### config.mk
export PLATFORM = sky130hd
export DESIGN_NAME = spi_regs_responder
export DESIGN_NICKNAME = d
export VERILOG_FILES = /design/src/rtl/spi_regs_pkg.sv /design/src/rtl/spi_sync_edge.sv /design/src/rtl/spi_regs_responder.sv
export SDC_FILE = /design/constraint.sdc
export NUM_CORES = 1
export LEC_CHECK = 0
export ABC_AREA = 1
export CAP_MARGIN = 20
export CORE_AREA = 2 2 268 191
export DETAILED_ROUTE_END_ITERATION = 8
export DIE_AREA = 0 0 270 193
export HOLD_SLACK_MARGIN = 0.06
export PLACE_DENSITY = 0.58
export RECOVER_POWER = 100
export SYNTH_ARGS = -nofsm -noshare
export SYNTH_HDL_FRONTEND = slang
export SYNTH_SLANG_ARGS = --single-unit
### constraint.sdc
create_clock -name clk_in -period 7.38 [get_ports clk_in]
set_clock_uncertainty 0.15 [all_clocks]
set_input_delay 1.845 -clock clk_in [delete_from_list [all_inputs] [get_ports clk_in]]
set_output_delay 1.845 -clock clk_in [all_outputs]
set_load 0.05 [all_outputs]
### src/rtl/spi_regs_pkg.sv
// rtl/spi_regs_pkg.sv - shared constants, state encoding and helpers for the SPI register responder
// Purpose: frame geometry, special addresses and FSM state type used by spi_regs_responder.
// Ports: none (package).
package spi_regs_pkg;

  localparam int ADDR_W      = 5;
  localparam int DATA_W      = 8;
  localparam int FRAME_W     = 16;
  localparam int RW_BIT      = 15;
  localparam int SOFTRST_BIT = 5;
  localparam int CNT_W       = $clog2(FRAME_W);

  localparam logic [ADDR_W-1:0] ID_ADDR = 5'h1F;

  typedef enum logic [1:0] {
    IDLE = 2'd0,
    HDR  = 2'd1,
    DATA = 2'd2,
    DONE = 2'd3
  } state_t;

  // A write of this data to this address requests a clear of the whole register file.
  function automatic logic is_softrst(input logic [ADDR_W-1:0] a, input logic [DATA_W-1:0] d);
    return (a == '0) && d[SOFTRST_BIT];
  endfunction

endpackage

### src/rtl/spi_sync_edge.sv
// rtl/spi_sync_edge.sv - multi-flop synchronizer with rise/fall pulse outputs
// Purpose: bring an asynchronous pin into clk_in and flag its edges for one cycle.
// Ports:
//   clk_in   system clock
//   rst_in   synchronous active-high reset (chain loads RESET_VAL)
//   d_in     asynchronous input
//   sync_out synchronized level
//   rise_out one-cycle pulse on synchronized 0->1
//   fall_out one-cycle pulse on synchronized 1->0
module spi_sync_edge #(
  parameter int   SYNC_FF   = 2,
  parameter logic RESET_VAL = 1'b0
) (
  input  logic clk_in,
  input  logic rst_in,
  input  logic d_in,
  output logic sync_out,
  output logic rise_out,
  output logic fall_out
);

  logic [SYNC_FF-1:0] sync_sr;
  logic               prev;

  always_ff @(posedge clk_in) begin
    if (rst_in) begin
      sync_sr <= {SYNC_FF{RESET_VAL}};
      prev    <= RESET_VAL;
    end else begin
      sync_sr <= {sync_sr[SYNC_FF-2:0], d_in};
      prev    <= sync_sr[SYNC_FF-1];
    end
  end

  assign sync_out = sync_sr[SYNC_FF-1];
  assign rise_out = sync_out & ~prev;
  assign fall_out = ~sync_out & prev;

endmodule

### src/rtl/spi_regs_responder.sv
// rtl/spi_regs_responder.sv - 3-wire SPI target serving a 32 x 8-bit register file
// Purpose: decodes 16-bit frames [15]=R/W(1=read) [14:13]=ignored [12:8]=addr [7:0]=data,
//   MSB first, CPOL=0; sample on sck rise, drive on sck fall. Address 5'h1F reads ID_VALUE.
// Optional feature macro: SPI_REGS_SOFTRST_EN (write to 5'h00 with data bit 5 set clears all registers).
// Ports:
//   clk_in, rst_in            system clock, synchronous active-high reset
//   spi_scs_in/sck_in/sdio_in asynchronous SPI pins (scs active-low)
//   spi_sdio_out/spi_sdio_oe  SDIO pad data and output enable
//   regs_out                  flat register file, reg k at [8k+7:8k]
//   wr_stb_out/addr/data      one-cycle pulse per completed write plus held address/data
//   busy_out                  synchronized scs low
module spi_regs_responder
  import spi_regs_pkg::*;
#(
  parameter logic [7:0] ID_VALUE = 8'hA5,
  parameter int         SYNC_FF  = 2
) (
  input  logic         clk_in,
  input  logic         rst_in,
  input  logic         spi_scs_in,
  input  logic         spi_sck_in,
  input  logic         spi_sdio_in,
  output logic         spi_sdio_out,
  output logic         spi_sdio_oe,
  output logic [255:0] regs_out,
  output logic         wr_stb_out,
  output logic [4:0]   wr_addr_out,
  output logic [7:0]   wr_data_out,
  output logic         busy_out
);

  localparam logic [CNT_W-1:0] HDR_LAST  = CNT_W'(DATA_W - 1);
  localparam logic [CNT_W-1:0] DATA_LAST = CNT_W'(FRAME_W - 1);

  logic scs_sync, scs_rise, scs_fall;
  logic sck_level_unused, sck_rise, sck_fall;
  logic [SYNC_FF-1:0] sdio_sr;
  logic sdio_sync;

  // scs idles high, so its chain resets to 1 to avoid a phantom frame start.
  spi_sync_edge #(.SYNC_FF(SYNC_FF), .RESET_VAL(1'b1)) u_scs_sync (
    .clk_in  (clk_in),
    .rst_in  (rst_in),
    .d_in    (spi_scs_in),
    .sync_out(scs_sync),
    .rise_out(scs_rise),
    .fall_out(scs_fall)
  );

  // Only sck edges matter; its level is not used.
  spi_sync_edge #(.SYNC_FF(SYNC_FF), .RESET_VAL(1'b0)) u_sck_sync (
    .clk_in  (clk_in),
    .rst_in  (rst_in),
    .d_in    (spi_sck_in),
    .sync_out(sck_level_unused),
    .rise_out(sck_rise),
    .fall_out(sck_fall)
  );

  always_ff @(posedge clk_in) begin
    if (rst_in) sdio_sr <= '0;
    else        sdio_sr <= {sdio_sr[SYNC_FF-2:0], spi_sdio_in};
  end
  assign sdio_sync = sdio_sr[SYNC_FF-1];

  state_t             state, state_next;
  logic [CNT_W-1:0]   bit_cnt;
  logic [DATA_W-2:0]  shift_reg;
  logic [DATA_W-1:0]  rx_byte;
  logic               rw;
  logic [ADDR_W-1:0]  addr;
  logic [DATA_W-1:0]  rd_sr;
  logic [255:0]       regs_q;
  logic               scs_blocked;
  logic               frame_start;
  logic               sdio_out_q, sdio_oe_q, wr_stb_q;
  logic [ADDR_W-1:0]  wr_addr_q;
  logic [DATA_W-1:0]  wr_data_q;
`ifdef SPI_REGS_SOFTRST_EN
  logic               softrst_pend;
`endif

  // Byte completed by the current rise: the seven bits already shifted plus the live pin.
  assign rx_byte = {shift_reg, sdio_sync};

  // After rst_in mid-frame the scs chain refills with 0 and shows a fall; that frame
  // remnant must be ignored until scs is seen high again.
  assign frame_start = scs_fall & ~scs_blocked;

  always_ff @(posedge clk_in) begin
    if (rst_in) state <= IDLE;
    else        state <= state_next;
  end

  always_comb begin
    state_next = state;
    case (state)
      IDLE:    if (frame_start) state_next = HDR;
      HDR:     if (sck_rise && bit_cnt == HDR_LAST) state_next = DATA;
      DATA:    if (sck_rise && bit_cnt == DATA_LAST) state_next = DONE;
      default: state_next = state;
    endcase
    if (scs_rise) state_next = IDLE;
  end

  always_ff @(posedge clk_in) begin
    if (rst_in) begin
      bit_cnt     <= '0;
      shift_reg   <= '0;
      rw          <= 1'b0;
      addr        <= '0;
      rd_sr       <= '0;
      regs_q      <= '0;
      scs_blocked <= 1'b1;
      sdio_out_q  <= 1'b0;
      sdio_oe_q   <= 1'b0;
      wr_stb_q    <= 1'b0;
      wr_addr_q   <= '0;
      wr_data_q   <= '0;
`ifdef SPI_REGS_SOFTRST_EN
      softrst_pend <= 1'b0;
`endif
    end else begin
      wr_stb_q <= 1'b0;
      if (scs_sync) scs_blocked <= 1'b0;
`ifdef SPI_REGS_SOFTRST_EN
      softrst_pend <= 1'b0;
      if (softrst_pend) regs_q <= '0;
`endif
      if (scs_rise) begin
        sdio_oe_q <= 1'b0;
      end else begin
        case (state)
          IDLE: begin
            if (frame_start) begin
              bit_cnt   <= '0;
              sdio_oe_q <= 1'b0;
            end
          end
          HDR: begin
            if (sck_rise) begin
              shift_reg <= rx_byte[DATA_W-2:0];
              bit_cnt   <= bit_cnt + 1'b1;
              if (bit_cnt == HDR_LAST) begin
                rw    <= rx_byte[RW_BIT-DATA_W];
                addr  <= rx_byte[ADDR_W-1:0];
                rd_sr <= (rx_byte[ADDR_W-1:0] == ID_ADDR) ? ID_VALUE
                         : regs_q[{rx_byte[ADDR_W-1:0], 3'b000} +: DATA_W];
              end
            end
          end
          DATA: begin
            if (sck_rise) begin
              shift_reg <= rx_byte[DATA_W-2:0];
              bit_cnt   <= bit_cnt + 1'b1;
              if (bit_cnt == DATA_LAST && !rw && addr != ID_ADDR) begin
                regs_q[{addr, 3'b000} +: DATA_W] <= rx_byte;
                wr_stb_q  <= 1'b1;
                wr_addr_q <= addr;
                wr_data_q <= rx_byte;
`ifdef SPI_REGS_SOFTRST_EN
                softrst_pend <= is_softrst(addr, rx_byte);
`endif
              end
            end
            // First fall after the header turns the pad around; later falls advance the byte.
            if (sck_fall && rw) begin
              if (!sdio_oe_q) begin
                sdio_oe_q  <= 1'b1;
                sdio_out_q <= rd_sr[DATA_W-1];
              end else begin
                sdio_out_q <= rd_sr[DATA_W-2];
                rd_sr      <= {rd_sr[DATA_W-2:0], 1'b0};
              end
            end
          end
          default: ;
        endcase
      end
    end
  end

  assign spi_sdio_out = sdio_out_q;
  assign spi_sdio_oe  = sdio_oe_q;
  assign regs_out     = regs_q;
  assign wr_stb_out   = wr_stb_q;
  assign wr_addr_out  = wr_addr_q;
  assign wr_data_out  = wr_data_q;
  assign busy_out     = ~scs_sync;

endmodule

== Word-level counts from Yosys, hierarchy flattened ==
Index checks and enable logic that the tools add are counted.

* $add $sub $neg: 2
* Eq/ne operators: 14
* Shift-type cells: 3
* Multiplexer cells: 19
* Bitwise gates (word level): 13
* Reductions and logical operators: 22

{| class="wikitable"
|+ Operators with widths
! cell !! count
|-
| bitwise mux 256 bit || 1
|-
| variable shift 8 x 10 -> 256 bit (first input constant) || 1
|-
| variable part select 256 x 9 -> 8 bit || 1
|-
| variable part select 8 x 10 -> 256 bit || 1
|-
| two-way mux 8 bit || 5
|-
| case mux 8 bit (2 select lines) || 1
|-
| AND reduction 4 bit || 4
|-
| != test 2 bit (second input constant) || 7
|-
| negator 8 -> 10 bit || 1
|-
| AND reduction 3 bit || 3
|-
| two-way mux 4 bit || 2
|-
| NOT 1 bit || 8
|-
| case mux 4 bit (2 select lines) || 1
|-
| two-way mux 2 bit || 3
|-
| case mux 2 bit (3 select lines) || 1
|-
| AND reduction 6 bit || 1
|-
| nonzero test 2 bit || 3
|-
| bitwise AND 1 bit || 5
|-
| equality test 5 bit (second input constant) || 1
|-
| logical AND 1 bit || 5
|-
| != test 5 bit (second input constant) || 1
|-
| adder 4 x 1 -> 4 bit (second input constant) || 1
|-
| equality test 4 x 3 -> 1 bit (second input constant) || 1
|-
| equality test 4 bit (second input constant) || 1
|-
| 10 further kinds || 14
|}

* Register bits after elaboration: 308
* Input bits: 5
* Output and inout port bits: 273
* Word-level logic and storage cells: 91

== Logic depth before layout (Yosys ltp) ==
Gate-level depths: netlist of run 1.

* Depth in word-level cells: 5
* Depth in mapped cells: 15
* Mapped depth without buffers: 11

== By module ==
Synthesis of run 1 repeated with hierarchy kept, for this count alone.

* Cell total of the unflattened synthesis: 2,088
* Area, all modules: 14,239.9 um^2

{| class="wikitable"
|+ Modules (own cells, without submodules)
! module !! times used !! cells an instance !! area an instance (um^2) !! sequential area each (um^2)
|-
| spi_regs_responder || 1 || 2,063 || 14,048.5 || 6,045.8
|-
| spi_sync_edge at u_scs_sync || 1 || 13 || 97.6 || 60.1
|-
| spi_sync_edge at u_sck_sync || 1 || 12 || 93.8 || 60.1
|}

== Worst setup path before layout of run 1 ==
Ideal clock, no wire load.

* Path kind: input to register
* From: input port rst_in
* To: register regs_q[195] (netlist: regs_out[195])
* Library setup time: 0.070 ns
* Data arrival time: 2.843 ns
* Data required time: 7.160 ns
* Setup slack: 4.317 ns
* Stages on the path: 6
* Buffers on the path: 3
* Path through: clkbuf_1 inv_1 clkbuf_1 clkbuf_1 o21ai_0 a21oi_1

{| class="wikitable"
|+ RTL lines
! item !! line !! source
|-
| from (decl) || spi_regs_responder.sv:19 || <nowiki>input logic rst_in,</nowiki>
|-
| to (signal, indexed assignment) || spi_regs_responder.sv:157 || <nowiki>regs_q[{addr, 3'b000} +: DATA_W] <= rx_byte;</nowiki>
|-
| to (decl) || spi_regs_responder.sv:73 || <nowiki>logic [255:0] regs_q;</nowiki>
|}

== Worst setup path in the final report of run 1 ==
* From: register addr[0]
* To: register regs_q[52] (netlist: regs_out[52])

* Longest elaborated chain between the ends: 3
* Elaborated cells between the ends (all ways): 7
* Those cells by class: add/sub: 1; eq/ne: 1; shift: 2; mux: 1; reduce/logical: 2

{| class="wikitable"
|+ Ends and longest elaborated chain
! item !! line !! source
|-
| from (decl) || spi_regs_responder.sv:71 || <nowiki>logic [ADDR_W-1:0] addr;</nowiki>
|-
| from (signal assigned) || spi_regs_responder.sv:146 || <nowiki>addr <= rx_byte[ADDR_W-1:0];</nowiki>
|-
| negator 8 -> 10 bit / != test 5 bit (equally long branches) || spi_regs_responder.sv:157, spi_regs_responder.sv:156 ||
|-
| variable part select 8 x 10 -> 256 bit (tied with other cells) || spi_regs_responder.sv:157 ||
|-
| bitwise mux 256 bit / AND reduction 4 bit (equally long branches) || -- ||
|}

Several ways; a longest one is shown, not always the timed one.
A chain may end at the register's enable or synchronous reset.

==> metrics.txt, run 1 <==
final non-filler cell total=2917; Peak VDD IR=0.0001287 V; fin. max-slew vios=170; via density per instance=5.262; Slew HR=-106.2%; Mapped Area=14190 sq um; final hold slack=253.0 ps; ant diodes=0; Overall Power=4027 uW; vias in the first global route=14244; core region area=49810 sq um; Synth area leader=dfxtp_1; routed vias=15348; ANT nets after route=0; htree depth=2; synthesis-stage register bit count=308; Mapped Cells=2035; # rows=69; Buffers on Ports=277; dpl ws=3640 ps; Min Clock Period, post-route=5259 ps; Total Neg Setup Slack=0 ps; clock sinks=308; MaxCap Viol Count=2; Placed Cells=2855; RR Endpoint=regs_out[52]; RSZ-0062 raised after global routing=false; top cells by area, synth=dfxtp_1 43%, nand2_1 10%, o21ai_0 9.5%, a21oi_1 9.5%, nand3_1 7.7%; antenna violations before repair=2; R2R Path Start=addr[0]; HPWL Detailed=47.46 mm; most frequent cells in the layout=387 x nand2_1, 306 x dfxtp_1, 273 x dlygate4sd3_1, 272 x o21ai_0, 268 x a21oi_1; Worst Tran Pin Value=3094 ps; Max FO, Critical Path=32; CP required=7640 ps; worst path buffer plus inverter count=2; worst hold-check path type=reg2reg; GP Congestion=1.007; cts bufs inserted=34; share of post-route cells with drive strength above 1=4.726%; startpoint types=flip-flop; Post-synth ARST share=0%; Sw Ratio=25.25%; first-pass GRT wire length=93.53 mm; hold path cells=2; Layout fillers=5248; switching power total=1017 uW; reg2reg setup slack=2120 ps; GRT Total Usage=23.98%; clock network power share=48.6%; CTS tree=done; commonest non-fill, non-tap cell in the layout=nand2_1; period utilisation layout=71.26%; Die Height=193 microns; Clk pin slew, worst setup/hold paths=60 ps; CP top delay family=simple AND/OR/NAND/NOR gates; Peak Freq=190.1 MHz; Slowest-stage cell, CP=nor3_1; die area=52110 sq um; max reg flops=256; synth unique cells=36; leak pwr=0.007571 uW; CP endpoint kind=flip-flop; final WL=64.49 mm; Synth Area per Inst=6.972 sq um; internal power component=3010 uW; Final Setup Violations=0; hold endpoint=sdio_sr[1]; Final Hold Fails=0; register share of total power=42.4%; total grt overflow=0; clk root buf=clkbuf_16; DR WL/cell=22.11 microns; post_cts resized=0; violated checks=capacitance limit, slew limit; share of the synthesized area in the top cell type=43.46%; Slowest Stage Delay on Critical Path=820 ps; Area growth, synth to finish=30.14%; sequential share of the synthesized area=43.46%; dominant synthesized flop cell=dfxtp_1; # Post-CTS Setup Buffers=0; worst hold start=sdio_sr[0]; ordered cell list for the critical path=clkinvlp_2 > ha_1 > or2_1 > nand2_1 > inv_1 > nor3_1 > nand2_1 > o21ai_0 > nor2_1; initial DRC count=2186; multi-input logic area=6660 sq um; Clk Latency, worst-skew pair=530 ps; Post-synth EDFFs=0; first drt pass iteration count=6; # IOs=278; chip width=270 microns; critical path depth in cells=9; Power Dens Cells=218.1 nW/um^2; register area=6171 sq um; syn_nets=2050; initial core utilization=28.48%; Ys Warns=0; cell mode on critical path=nand2_1; kind of critical path=reg2reg; Crit path arrival time=5520 ps; status=finished with violations; combinational share of power=9.0%; post-route setup slack=2121 ps; final net count=2234; R2R cell count=9; DRC Markers=0; largest net degree at the start of global routing=115; CTS hold repair buffers=0; Max Buffers Root-to-Sink=3
-- area by class of cell --
class,count,share of cell area [%]
sequential,308,33.42
clock buffer,44,5.211
inverter,166,3.395
multi-input combinational,1416,36.07
tap,674,4.567
clock inverter,16,1.681
timing repair buffer,293,15.65
-- layer usage --
| layer | vias to the layer above | routed length (microns) | track usage (%) |
|---|---|---|---|
| li1 | 7146 | - | - |
| met1 | 7286 | 28040 | 33.31 |
| met2 | 817 | 27510 | 36.21 |
| met3 | 97 | 7362 | 7.170 |
| met4 | 2 | 1569 | 6.090 |
| met5 | - | 11 | 0 |
-- per-stage QoR --
step	util, %	instance area (sq um)
after floorplan	-	14190
after global placement	34.74	17310
after detailed placement	34.74	17310
after CTS	37.30	18580
after global routing	37.07	18460
final	37.07	18460
-- power by group through the flow --
stage	Clock (uW)	Sequential, uW	Combinational, uW
floorplan	0	1730	236
global placement	0	1740	343
detailed placement	0	1740	347
CTS	1970	1710	348
global route	2050	1710	388
finish	1960	1710	361
-- worst reg2reg max path: stages (launching register included) --
cell and delay (ps):
dfxtp_1 560, clkinvlp_2 650, ha_1 490, or2_1 240
nand2_1 710, inv_1 760, nor3_1 830, nand2_1 410
o21ai_0 270, nor2_1 80
-- synthesized netlist by cell type (3+ instances only) --
cell type	instances
ha_1	10
inv_1	149
a21oi_1	268
o21ai_1	5
nor2_4	13
inv_2	11
buf_2	33
clkinv_1	5
o21ai_0	270
nand3_1	218
or2_2	3
nand2_1	386
nand2_2	4
nor3_1	25
buf_1	11
clkbuf_1	93
nor2_2	11
a211oi_1	18
nor4_1	13
buf_4	6
o211ai_1	5
nor4_2	4
dfxtp_1	308
nor2_1	151
-- cells by family (layout without fill, tap and decap cells) --
logic type | count (synthesis) | in the layout | share of synthesized area (%)
muxes | 1 | 1 | 0.07056
AOI/OAI and AO/OA | 568 | 568 | 20.55
buffers and inverters | 311 | 519 | 8.801
and+or+nand+nor | 837 | 837 | 26.24
DFF | 308 | 308 | 43.46
adders and majority gates | 10 | 10 | 0.8819
-- worst max-delay path by stage --
stage                  startpoint             to  slack [ps]
global placement           rst_in  regs_out[147]        3690
CTS                 regs_out[238]  regs_out[238]        3540
detailed placement         rst_in   regs_out[69]        3640
floorplan                  rst_in  regs_out[195]        4320
finish                    addr[0]   regs_out[52]        2120
global route              addr[0]   regs_out[49]        1650
Note: power is estimated with default switching activity, not from simulation.
==> run 2: changes to the inputs <==
==> constraint.sdc (replaced) <==
create_clock -name clk_in -period 5.5 [get_ports clk_in]
set_clock_uncertainty 0.15 [all_clocks]
set_input_delay 1.375 -clock clk_in [delete_from_list [all_inputs] [get_ports clk_in]]
set_output_delay 1.375 -clock clk_in [all_outputs]
set_load 0.05 [all_outputs]
==> metrics.txt, run 2 (synthesis gave the netlist of run 1 again) <==
worst hold-check path type=reg2reg; ANT nets after route=0 (unchanged); area of placed instances=17310 sq um (about the same); commonest non-fill, non-tap cell in the layout=nand2_1; Placed Cells=2856 (+0.035%); initial DRC count=2027 (-7.3%); CTS tree=done; antenna violations before repair=0 (-2); R2R Path Start=addr[0]; Peak Freq=223.9 MHz; # rows=69 (unchanged); R2R cell count=10 (+1); vias in the first global route=14093 (-1.1%); # Post-CTS Setup Buffers=0 (unchanged); # IOs=278 (unchanged); Area growth, synth to finish=29.95%; kind of critical path=in2reg; GP Congestion=0.9509 (-5.5%); first-pass GRT wire length=93.27 mm (-0.27%); violated checks=capacitance limit, slew limit; core region area=49810 sq um (unchanged); Final Setup Violations=0 (unchanged); Layout fillers=5317 (+1.3%); Buffers on Ports=277 (unchanged); ant diodes=0 (unchanged); clk root buf=clkbuf_16; leak pwr=0.007533 uW (-0.51%); crit path from=rst_in; final non-filler cell total=2919 (+0.069%); max reg flops=256 (unchanged); hold endpoint=sdio_sr[1]; MaxCap Viol Count=3 (+1); Min Clock Period, post-route=4466 ps; first drt pass iteration count=5 (-1); final WL=64.71 mm (+0.35%); largest net degree at the start of global routing=122 (+6.1%); Clk Latency, worst-skew pair=540 ps (about the same); cts bufs inserted=35 (+2.9%); CP endpoint kind=flip-flop; GRT Total Usage=23.86% (-0.12 points); RR Endpoint=regs_out[168]; Final Hold Fails=0 (unchanged); Total Neg Setup Slack=0 ps (unchanged); Clk pin slew, worst setup/hold paths=60 ps (about the same); DR WL/cell=22.17 microns (+0.28%); Max FO, Critical Path=121 (+280%); fin. max-slew vios=214 (+26%); CP required=5770 ps (-1870 ps); DRC Markers=0 (unchanged); Peak VDD IR=0.0001785 V (+39%); CTS hold repair buffers=0 (unchanged); final net count=2235 (+0.045%); chip width=270 microns (unchanged); cell area after layout=18440 sq um (-0.15%); routed vias=15337 (-0.072%); startpoint types=primary input; clock sinks=308 (unchanged); period utilisation layout=81.20%; Max Buffers Root-to-Sink=3 (unchanged); reg2reg setup slack=1060 ps (-1060 ps); hold path cells=2 (unchanged); via density per instance=5.254 (-0.14%); die area=52110 sq um (unchanged); post_cts resized=0 (unchanged); Die Height=193 microns (unchanged); htree depth=2 (unchanged); Crit path arrival time=4730 ps (-790 ps); most frequent cells in the layout=387 x nand2_1, 306 x dfxtp_1, 273 x dlygate4sd3_1, 271 x o21ai_0, 268 x a21oi_1; dpl ws=1695 ps (-1945 ps); Slew HR=-102.4% (+3.8 points); initial core utilization=28.48% (unchanged); Overall Power=5271 uW (+31%); Worst Tran Pin Value=3036 ps (-57.39 ps); status=finished with violations; share of post-route cells with drive strength above 1=5.122% (+0.40 points); post-route setup slack=1034 ps (-1087 ps); Power Dens Cells=285.9 nW/um^2 (+31%); RSZ-0062 raised after global routing=false; HPWL Detailed=47.62 mm (+0.35%); worst hold start=sdio_sr[0]; total grt overflow=0 (unchanged)
[run 2: cell types whose count changed in the layout (fill, tap and decap cells not counted), moves of 3 or more]
cell / previous run / this run
nor4_1: 17 / 13
nor2_1: 165 / 162
bufinv_16: 9 / 5
clkbuf_8: 1 / 7
nor2_4: 4 / 8
nor4_2: 0 / 4
[run 2: worst max-delay path by stage]
stage,slack [ps],end
4_1_cts,1690,regs_out[10]
3_5_place_dp,1700,regs_out[10]
5_1_grt,730,bit_cnt[2]
6_report,1030,bit_cnt[2]
2_1_floorplan,2880,regs_out[130]
3_3_place_gp,1840,regs_out[10]
[run 2: layout make-up]
type                            instances  area (sq um)  area share [%]
Multi-Input combinational cell       1416          6708           36.38
Sequential cell                       308          6171           33.47
Timing Repair Buffer                  293          2880           15.62
Clock buffer                           47         991.0           5.375
Tap cell                              674         843.3           4.574
Inverter                              166         628.1           3.407
Clock inverter                         15         215.2           1.167
[run 2: layer usage]
layer	up-vias	global-route usage (%)	share of wire (%)
met4	0	4.957	1.8
met2	815	36.71	43
met1	7314	33.75	44
met3	73	5.944	11
li1	7135	-	-
met5	-	0	0
[run 2: worst max-delay path: stages]
cell and delay [ps]:
clkbuf_1 140, clkinvlp_2 940, clkbuf_2 1350, o21ai_0 690, inv_1 80, o21ai_0 80, a21oi_1 50
[run 2: through the flow]
step / util, % / hold WS, ps
final: 37.01 / 250.3
after CTS: 37.18 / 251.2
after global routing: 37.01 / 265.3
after detailed placement: 34.76 / 242.0
after floorplan: - / 238.3
after global placement: 34.76 / 242.4
[run 2: where the power goes]
part,leakage (uW),internal (uW),switching [uW]
Combinational,0.00446,119,363
Sequential,0.00248,2260,29.8
Clock,0.000587,1500,995
Total,0.00753,3880,1390
==> run 3: changes to the inputs <==
==> constraint.sdc (replaced) <==
create_clock -name clk_in -period 4.7 [get_ports clk_in]
set_clock_uncertainty 0.15 [all_clocks]
set_input_delay 1.175 -clock clk_in [delete_from_list [all_inputs] [get_ports clk_in]]
set_output_delay 1.175 -clock clk_in [all_outputs]
set_load 0.05 [all_outputs]
==> metrics.txt, run 3 (synthesis gave the netlist of run 1 again) <==
Clk Latency, worst-skew pair=530 ps (about the same); htree depth=2 (unchanged); via density per instance=5.228 (-0.50%); total grt overflow=0 (unchanged); clk root buf=clkbuf_16; Peak VDD IR=0.0002024 V (+13%); # Post-CTS Setup Buffers=0 (unchanged); initial DRC count=1705 (-16%); Clk pin slew, worst setup/hold paths=60 ps (about the same); cts bufs inserted=35 (unchanged); reg2reg setup slack=670 ps (-390 ps); MaxCap Viol Count=2 (-1); Slew HR=-113.4% (-11 points); kind of critical path=reg2reg; Crit path arrival time=4140 ps (-590 ps); R2R Path Start=sdio_sr[1]; Area growth, synth to finish=30.41%; post-route setup slack=673.7 ps (-360.4 ps); max reg flops=256 (unchanged); crit path from=sdio_sr[1]; largest net degree at the start of global routing=113 (-7.4%); Final Setup Violations=0 (unchanged); CP endpoint kind=flip-flop; combinational share of power=9.2% (about the same); worst hold start=sdio_sr[0]; RSZ-0062 raised after global routing=false; chip width=270 microns (unchanged); RR Endpoint=rd_sr[7]; worst hold-check path type=reg2reg; CP required=4810 ps (-960 ps); hold path cells=2 (unchanged); Max FO, Critical Path=79 (-35%); # rows=69 (unchanged); status=finished with violations; antenna violations before repair=3 (+3); CTS tree=done; final WL=65.07 mm (+0.55%); register share of total power=43.6% (+0.2 points); Total Neg Setup Slack=0 ps (unchanged); final non-filler cell total=2921 (+0.069%); Final Hold Fails=0 (unchanged); DR WL/cell=22.28 microns (+0.48%); share of post-route cells with drive strength above 1=5.874% (+0.75 points); Placed Cells=2862 (+0.21%); initial core utilization=28.48% (unchanged); die area=52110 sq um (unchanged); first drt pass iteration count=6 (+1); startpoint types=flip-flop; routed vias=15271 (-0.43%); post_cts resized=0 (unchanged); violated checks=capacitance limit, slew limit; dpl ws=1218 ps (-477.0 ps); # IOs=278 (unchanged); leak pwr=0.007555 uW (+0.29%); Worst Tran Pin Value=3201 ps (+164.2 ps); GRT Total Usage=23.95% (+0.093 points); CP Capture Point=rd_sr[7]; CTS hold repair buffers=0 (unchanged); first-pass GRT wire length=93.50 mm (+0.24%); switching power total=1618 uW (+17%); Sw Ratio=26.33% (about the same); internal power component=4528 uW (+17%); Max Buffers Root-to-Sink=3 (unchanged); Die Height=193 microns (unchanged); Buffers on Ports=277 (unchanged); GP Congestion=0.9520 (+0.12%); DRC Markers=0 (unchanged); HPWL Detailed=47.92 mm (+0.64%); most frequent cells in the layout=386 x nand2_1, 306 x dfxtp_1, 273 x dlygate4sd3_1, 272 x o21ai_0, 268 x a21oi_1; Power Dens Cells=332.2 nW/um^2 (+16%); Peak Freq=248.4 MHz; commonest non-fill, non-tap cell in the layout=nand2_1; period utilisation layout=85.67%; ANT nets after route=0 (unchanged); fin. max-slew vios=168 (-21%); clock network power share=47.2% (-0.2 points); R2R cell count=12 (+2); final net count=2240 (+0.22%); core region area=49810 sq um (unchanged); ant diodes=0 (unchanged); vias in the first global route=14276 (+1.3%); Min Clock Period, post-route=4026 ps; clock sinks=308 (unchanged)
-- run 3: worst min path at each step --
| stage | end |
|---|---|
| after floorplan | sdio_sr[1] |
| after global placement | sdio_sr[1] |
| after detailed placement | u_scs_sync.sync_sr[1] |
| after CTS | sdio_sr[1] |
| after global routing | u_sck_sync.sync_sr[1] |
| final | sdio_sr[1] |
-- run 3: power groups by stage --
| stage | combinational [uW] | clock, uW | sequential (uW) |
|---|---|---|---|
| after detailed placement | 551 | 0 | 2740 |
| after global placement | 547 | 0 | 2730 |
| after floorplan | 371 | 0 | 2720 |
| after CTS | 554 | 2920 | 2680 |
| final | 567 | 2900 | 2680 |
| after global routing | 614 | 3020 | 2680 |
-- run 3: metal layers --
layer	wire (microns)	GRT usage, %	vias to the layer above
li1	-	-	7152
met3	6608	5.895	91
met5	0	0	-
met2	27840	36.54	758
met1	29380	34.02	7270
met4	1239	5.385	0
-- run 3: final cells by class --
class                           count  area [sq um]
Fill cell                        5247         31310
Multi-Input combinational cell   1416          6763
Sequential cell                   308          6171
Timing Repair Buffer              298          2907
Clock buffer                       47          1023
Tap cell                          674         843.3
Inverter                          166         629.4
Clock inverter                     12         165.2
-- run 3: through the flow --
| stage | utilization, % | power [uW] | hold slack [ps] | instance area (sq um) |
|---|---|---|---|---|
| after detailed placement | 34.84 | 3288 | 247.3 | 17350 |
| after global placement | 34.82 | 3281 | 238.3 | 17340 |
| after floorplan | - | 3092 | 238.3 | 14190 |
| final | 37.14 | 6146 | 254.5 | 18500 |
| after global routing | 37.14 | 6318 | 282.0 | 18500 |
| after CTS | 37.22 | 6153 | 258.8 | 18540 |
-- run 3: worst max-delay path, stage by stage (launching register included) --
cell and delay [ps]:
dfxtp_4 500, clkinvlp_2 170, buf_4 720, clkbuf_2 870
nand2_1 110, nand3_1 120, nand3_1 320, nand3_1 220
nand3_1 100, nand2_1 110, nand2_1 70, nand2_1 80
a21oi_1 50
